## config.mk

```make
export PLATFORM = sky130hd
export DESIGN_NAME = control_sequencer
export DESIGN_NICKNAME = d
export VERILOG_FILES = /design/src/rtl/ctrl_pkg.sv /design/src/rtl/program_counter_ld.sv /design/src/rtl/control_sequencer.sv
export SDC_FILE = /design/constraint.sdc
export NUM_CORES = 1
export LEC_CHECK = 0
export ABC_AREA = 1
export CORE_ASPECT_RATIO = 1.2
export CORE_UTILIZATION = 40
export CTS_CLUSTER_DIAMETER = 40
export DETAILED_ROUTE_END_ITERATION = 6
export PLACE_DENSITY_LB_ADDON = 0.15
export SETUP_SLACK_MARGIN = 0.5
export SLEW_MARGIN = 20
export SYNTH_ARGS = -nofsm -noshare
export SYNTH_HDL_FRONTEND = slang
export SYNTH_SLANG_ARGS = --single-unit
export TNS_END_PERCENT = 1
```

## constraint.sdc

```tcl
create_clock -name clk -period 1.4 [get_ports clk]
set_input_delay 0.28 -clock clk [delete_from_list [all_inputs] [get_ports clk]]
set_output_delay 0.28 -clock clk [all_outputs]
set_load 0.005 [all_outputs]
```

## src/rtl/ctrl_pkg.sv

```systemverilog
// Shared definitions for the multi-cycle control sequencer: opcodes, ALU codes,
// the FSM state type and the opcode-to-ALU mapping.
package ctrl_pkg;

  localparam int OPC_W = 5;

  localparam logic [OPC_W-1:0] OP_NOP      = 5'd0;
  localparam logic [OPC_W-1:0] OP_MOV_R2RC = 5'd1;
  localparam logic [OPC_W-1:0] OP_MOV_C2RC = 5'd2;
  localparam logic [OPC_W-1:0] OP_MOV_RC2R = 5'd3;
  localparam logic [OPC_W-1:0] OP_MOV_R2RA = 5'd4;
  localparam logic [OPC_W-1:0] OP_LOAD     = 5'd5;
  localparam logic [OPC_W-1:0] OP_STORE    = 5'd6;
  localparam logic [OPC_W-1:0] OP_NOT      = 5'd7;
  localparam logic [OPC_W-1:0] OP_AND      = 5'd8;
  localparam logic [OPC_W-1:0] OP_OR       = 5'd9;
  localparam logic [OPC_W-1:0] OP_XOR      = 5'd10;
  localparam logic [OPC_W-1:0] OP_ADD      = 5'd11;
  localparam logic [OPC_W-1:0] OP_SUB      = 5'd12;
  localparam logic [OPC_W-1:0] OP_INC      = 5'd13;
  localparam logic [OPC_W-1:0] OP_HALT     = 5'd14;
  localparam logic [OPC_W-1:0] OP_JMP      = 5'd15;

  localparam logic [2:0] ALU_NONE = 3'd0;
  localparam logic [2:0] ALU_NOT  = 3'd1;
  localparam logic [2:0] ALU_AND  = 3'd2;
  localparam logic [2:0] ALU_OR   = 3'd3;
  localparam logic [2:0] ALU_XOR  = 3'd4;
  localparam logic [2:0] ALU_ADD  = 3'd5;
  localparam logic [2:0] ALU_SUB  = 3'd6;
  localparam logic [2:0] ALU_INC  = 3'd7;

  typedef enum logic [2:0] {
    ST_FETCH = 3'd0,
    ST_EXEC  = 3'd1,
    ST_OPND  = 3'd2,
    ST_MEM   = 3'd3,
    ST_HALT  = 3'd4
  } ctrl_state_t;

  function automatic logic [2:0] alu_of(input logic [OPC_W-1:0] op);
    case (op)
      OP_NOT:  return ALU_NOT;
      OP_AND:  return ALU_AND;
      OP_OR:   return ALU_OR;
      OP_XOR:  return ALU_XOR;
      OP_ADD:  return ALU_ADD;
      OP_SUB:  return ALU_SUB;
      OP_INC:  return ALU_INC;
      default: return ALU_NONE;
    endcase
  endfunction

  // Instructions that carry a second (operand) byte.
  function automatic logic has_operand(input logic [OPC_W-1:0] op);
    return (op == OP_LOAD) || (op == OP_STORE) || (op == OP_JMP);
  endfunction

endpackage

```

## src/rtl/program_counter_ld.sv

```systemverilog
// Program counter with increment, synchronous load (load wins) and
// asynchronous reset; wraps silently at the top of the address space.
module program_counter_ld #(
  parameter int ADDR_W = 8
) (
  input  logic              clk,
  input  logic              rst,
  input  logic              inc,
  input  logic              ld,
  input  logic [ADDR_W-1:0] ld_val,
  output logic [ADDR_W-1:0] pc
);

  always_ff @(posedge clk or posedge rst) begin
    if (rst) begin
      pc <= '0;
    end else if (ld) begin
      pc <= ld_val;
    end else if (inc) begin
      pc <= pc + 1'b1;
    end
  end

endmodule

```

## src/rtl/control_sequencer.sv

```systemverilog
// Multi-cycle fetch/execute sequencer: fetches instruction and operand bytes,
// decodes the instruction register into datapath strobes, handles load/store/jump.
//
// Memory handshake: memAddr (and memWe for stores) is presented by the sequencer
// and held stable; the access completes in the cycle memReady is high, and only
// then does the FSM advance. memReady low simply stalls the current state.
module control_sequencer
  import ctrl_pkg::*;
#(
  parameter int DATA_W    = 8,
  parameter int ADDR_W    = 8,
  parameter int REG_SEL_W = 3
) (
  input  logic                 clk,
  input  logic                 rst,
  input  logic [DATA_W-1:0]    memVal,
  input  logic                 memReady,
  output logic [ADDR_W-1:0]    memAddr,
  output logic                 memWe,
  output logic [REG_SEL_W-1:0] regSel,
  output logic [2:0]           aluSel,
  output logic                 Rin,
  output logic                 Rout,
  output logic                 RAin,
  output logic                 RCout,
  output logic                 RCin,
  output logic                 genConst,
  output logic                 halted,
  output logic                 illegal,
  output ctrl_state_t          dbg_state
);

  ctrl_state_t       state, state_nx;
  logic [DATA_W-1:0] ir;
  logic [ADDR_W-1:0] addr_reg;
  logic [ADDR_W-1:0] pc;
  logic              pc_inc, pc_ld, ir_ld, addr_ld;
  logic [OPC_W-1:0]  op, fetch_op;

  assign op        = ir[DATA_W-1 -: OPC_W];
  assign fetch_op  = memVal[DATA_W-1 -: OPC_W];
  assign dbg_state = state;

  program_counter_ld #(.ADDR_W(ADDR_W)) u_pc (
    .clk    (clk),
    .rst    (rst),
    .inc    (pc_inc),
    .ld     (pc_ld),
    .ld_val (memVal[ADDR_W-1:0]),
    .pc     (pc)
  );

  always_ff @(posedge clk or posedge rst) begin
    if (rst) begin
      state    <= ST_FETCH;
      ir       <= '0;
      addr_reg <= '0;
    end else begin
      state <= state_nx;
      if (ir_ld)   ir       <= memVal;
      if (addr_ld) addr_reg <= memVal[ADDR_W-1:0];
    end
  end

  always_comb begin
    state_nx = state;
    pc_inc   = 1'b0;
    pc_ld    = 1'b0;
    ir_ld    = 1'b0;
    addr_ld  = 1'b0;
    memAddr  = pc;
    memWe    = 1'b0;
    regSel   = '0;
    aluSel   = ALU_NONE;
    Rin      = 1'b0;
    Rout     = 1'b0;
    RAin     = 1'b0;
    RCout    = 1'b0;
    RCin     = 1'b0;
    genConst = 1'b0;
    halted   = 1'b0;
    illegal  = 1'b0;

    case (state)
      ST_FETCH: begin
        if (memReady) begin
          ir_ld    = 1'b1;
          pc_inc   = 1'b1;
          state_nx = has_operand(fetch_op) ? ST_OPND : ST_EXEC;
        end
      end

      ST_EXEC: begin
        // Opcodes 16-31 are undefined: flag them and otherwise act as NOP.
        if (op[OPC_W-1]) begin
          illegal = 1'b1;
        end else begin
          regSel = ir[REG_SEL_W-1:0];
          aluSel = alu_of(op);
          case (op)
            OP_MOV_R2RC: Rout = 1'b1;
            OP_MOV_C2RC: genConst = 1'b1;
            OP_MOV_RC2R: begin
              Rin   = 1'b1;
              RCout = 1'b1;
            end
            OP_MOV_R2RA: begin
              Rout = 1'b1;
              RAin = 1'b1;
            end
            OP_NOT, OP_AND, OP_OR, OP_XOR, OP_ADD, OP_SUB, OP_INC: Rout = 1'b1;
            default: ;
          endcase
        end
        state_nx = (op == OP_HALT) ? ST_HALT : ST_FETCH;
      end

      ST_OPND: begin
        if (memReady) begin
          addr_ld = 1'b1;
          if (op == OP_JMP) begin
            pc_ld    = 1'b1;
            state_nx = ST_FETCH;
          end else begin
            pc_inc   = 1'b1;
            state_nx = ST_MEM;
          end
        end
      end

      ST_MEM: begin
        memAddr = addr_reg;
        if (op == OP_LOAD) begin
          RCin = 1'b1;
        end else if (op == OP_STORE) begin
          memWe = 1'b1;
          RCout = 1'b1;
        end
        if (memReady) state_nx = ST_FETCH;
      end

      ST_HALT: halted = 1'b1;

      default: state_nx = ST_FETCH;
    endcase
  end

endmodule
```

==> key figures <==
Run status
  – Outcome: complete, but fails checks
  – Violated checks: negative setup slack

Clock network
  – Worst skew pair latency: 0.28 ns
  – H-tree depth: 1
  – # hold bufs at CTS: 0
  – Root Buffer: clkbuf_8
  – Clock slew at reported path FFs: 0.10 ns
  – CTS tree: yes
  – CTS buffer count: 3
  – Deepest clock path buffer count: 2
  – Clk sinks: 27

STA
  – Worst-margin pin slew: 0.216 ns
  – TNS Setup: -8.71 ns
  – Final Hold Fails: 0
  – Fin crit period: 1.88 ns
  – Max Freq: 531 MHz
  – Final hold slack: 0.316 ns
  – Final Max Tran Viols: 0
  – Setup WS post-layout: -0.484 ns
  – Setup violators final: 25
  – RSZ-0062 raised after global routing: yes
  – Slew HR: 85.6%
  – Final Cycle Share: 135%
  – Worst Skew: 0.00865 ns

Synth
  – Synth warn: 0
  – Post-Synth Simple-Gate Area: 35.6%
  – Main combinational cell family by area after synthesis: simple AND/OR/NAND/NOR gates
  – Xor/xnor share of the synthesized area: 0.520%
  – Compound-cell area share of the yosys netlist: 12.2%
  – Syn Nets: 254
  – Mux contribution to synthesized area: 0%
  – Synth Area per Inst: 6.96 sq um
  – Post-synth cell types: 27
  – Mapped Cells: 242
  – Synth Register Bits: 27
  – Cell area after synthesis: 0.00169 sq mm
  – Sequential share of the synthesized area: 40.1%
  – Adder-cell share of the synthesized area: 0.742%

Pwr
  – Max IR drop VDD: 1010 uV
  – Power share of the combinational group: 62.1%
  – P_sw: 2.04 mW
  – Leakage Power: 1.40 nW
  – Net Sw Frac: 41.9%
  – Pint: 2.83 mW
  – Sequential power share: 28.4%
  – Pwr Density: 1780 mW/mm^2
  – Clock Power Share: 9.5%

GRT
  – Grt met3 use: 3.19%
  – Initial antenna violation count: 0
  – Overflow left after global routing: 0
  – M1 GR Usage: 29.7%
  – Gr busiest metal: met2
  – GRT met2 Usage: 42.9%
  – First-pass GRT wire length: 8050 um
  – Pin count of the biggest net entering global routing: 28
  – All-Layer GR Usage: 24.5%
  – Vias in the first global route: 1818

Cells and area
  – Commonest non-fill, non-tap cell in the layout: nand2_1
  – Fill count: 344
  – FF+latch area: 679 sq um
  – Area growth, synth to finish: 62.7%
  – Final #Nets: 350
  – Antenna cell count: 0
  – Layout cells sized above 1: 41.5%
  – Area of the multi-input gates: 973 sq um
  – Most frequent cells in the layout: 55 x nand2_1, 43 x buf_4, 31 x inv_1

Route
  – Vias: 1902
  – DRC viols: 0
  – Drt first pass iters: 4
  – Post-DRT Antenna Nets: 0
  – Vias per std cell: 4.86
  – Final wirelength: 5050 um
  – DR iter-0 viols: 72
  – WL per Instance: 12.9 um

Critical path
  – Worst flop-to-flop path startpoint: dbg_state[2]$_DFFE_PP0P_
  – Reg2Reg Capture Point: dbg_state[1]$_DFFE_PP0P_
  – Critical Path RT: 1.12 ns
  – R2r setup slk: -0.25 ns
  – Worst Setup Start Kind: flop
  – Reg2reg path depth: 10
  – Crit path max fanout: 5
  – Worst Path Arrival: 1.60 ns
  – WS Path Type: reg -> out
  – CP endpoint kind: primary output

Floorplan
  – Core ar.: 0.00397 sq mm
  – Chip Height: 73.1 um
  – Initial core utilization: 42.4%
  – Die ar.: 0.00448 sq mm
  – DIE WIDTH: 61.3 um
  – Row count: 25
  – Boundary Pins: 37

Hold path
  – Hold WC Path Type: in -> async

Flow run
  – Max-cap violation count: 0

Placement
  – RePlAce Congestion: 0.808
  – I/O Buffers: 36
  – DP Wirelength: 3550 um
==> power by group through the flow <==
stage	Clock, mW	Combinational [mW]	Sequential, mW
after global routing	0.506	3.34	1.43
after CTS	0.469	2.79	1.37
after detailed placement	0	2.47	1.37
after global placement	0	2.44	1.36
after floorplan	0	1.21	1.36
final	0.465	3.03	1.38
==> worst max-delay path, cell delays in order (launching register included) <==
cell and delay, ns:
dfrtp_2 0.45, nor3_4 0.22, buf_12 0.14, nand3_4 0.07
buf_6 0.12, buf_6 0.10, o21ai_2 0.09, buf_2 0.12
==> cells by family (layout without fill, tap and decap cells) <==
kind of cell / count (synthesis) / after routing
simple gates: 129 / 129
buf+inv: 46 / 141
fa+ha+maj: 1 / 1
xor+xnor: 1 / 1
compound gates: 38 / 38
flops: 27 / 27
==> synth_stat cells (all sizes together) <==
library cell,count,share of area (%)
nand2,67,16
inv,41,9.1
nand3,30,10
dfrtp,27,40
nor2,27,7.7
o21ai,24,7.1
a21oi,10,3.0
buf,5,1.8
nand4,2,0.74
nor4,2,0.74
o211ai,2,1.2
a31o,1,0.52
a31oi,1,0.37
ha,1,0.74
nor3,1,0.59
xnor2,1,0.52
==> cell type report <==
class                           instances  share of cell area [%]
Timing Repair Buffer                   95                    29.5
Tap cell                               54                    2.46
Multi-Input combinational cell        169                    35.5
Timing Repair inverter                  1                   0.274
Clock buffer                            4                    1.64
Sequential cell                        27                    24.8
Inverter                               41                    5.80
==> metal layers <==
metal / share of wire (%) / routed length, um
met1: 42 / 2120
met2: 53 / 2690
met3: 2.9 / 144
met4: 1.7 / 88
met5: 0 / 0
==> worst max-delay path by stage <==
stage                      end  slack [ns]                     start  cells past startpoint
floorplan           memAddr[5]        0.08  dbg_state[2]$_DFFE_PP0P_                      6
global placement     aluSel[1]       -0.46  dbg_state[2]$_DFFE_PP0P_                      4
detailed placement   aluSel[1]       -0.47  dbg_state[2]$_DFFE_PP0P_                      4
CTS                  aluSel[1]       -0.49  dbg_state[2]$_DFFE_PP0P_                      6
global route         aluSel[1]       -0.55  dbg_state[2]$_DFFE_PP0P_                      6
finish                   RCout       -0.48  dbg_state[2]$_DFFE_PP0P_                      7
==> repair_timing <==
item,in CTS,in global routing
pin swaps,15,15
resized for setup,135,32
buffers inserted,13,3
endpoints found under the setup margin,53,53
cloned,1,0
==> per-stage QoR <==
| stage | cells | power [mW] | area, sq um | setup slack [ns] | utilization [%] |
|---|---|---|---|---|---|
| final | 391 | 4.88 | 2740 | -0.484 | 69.0 |
| after detailed placement | 370 | 3.84 | 2460 | -0.467 | 62.0 |
| after global routing | 391 | 5.27 | 2740 | -0.547 | 69.0 |
| after global placement | 370 | 3.80 | 2460 | -0.462 | 62.0 |
| after CTS | 388 | 4.63 | 2630 | -0.489 | 66.2 |
| after floorplan | 242 | 2.57 | 1710 | 0.0844 | - |
No activity file was read; power rests on OpenSTA's default activity.
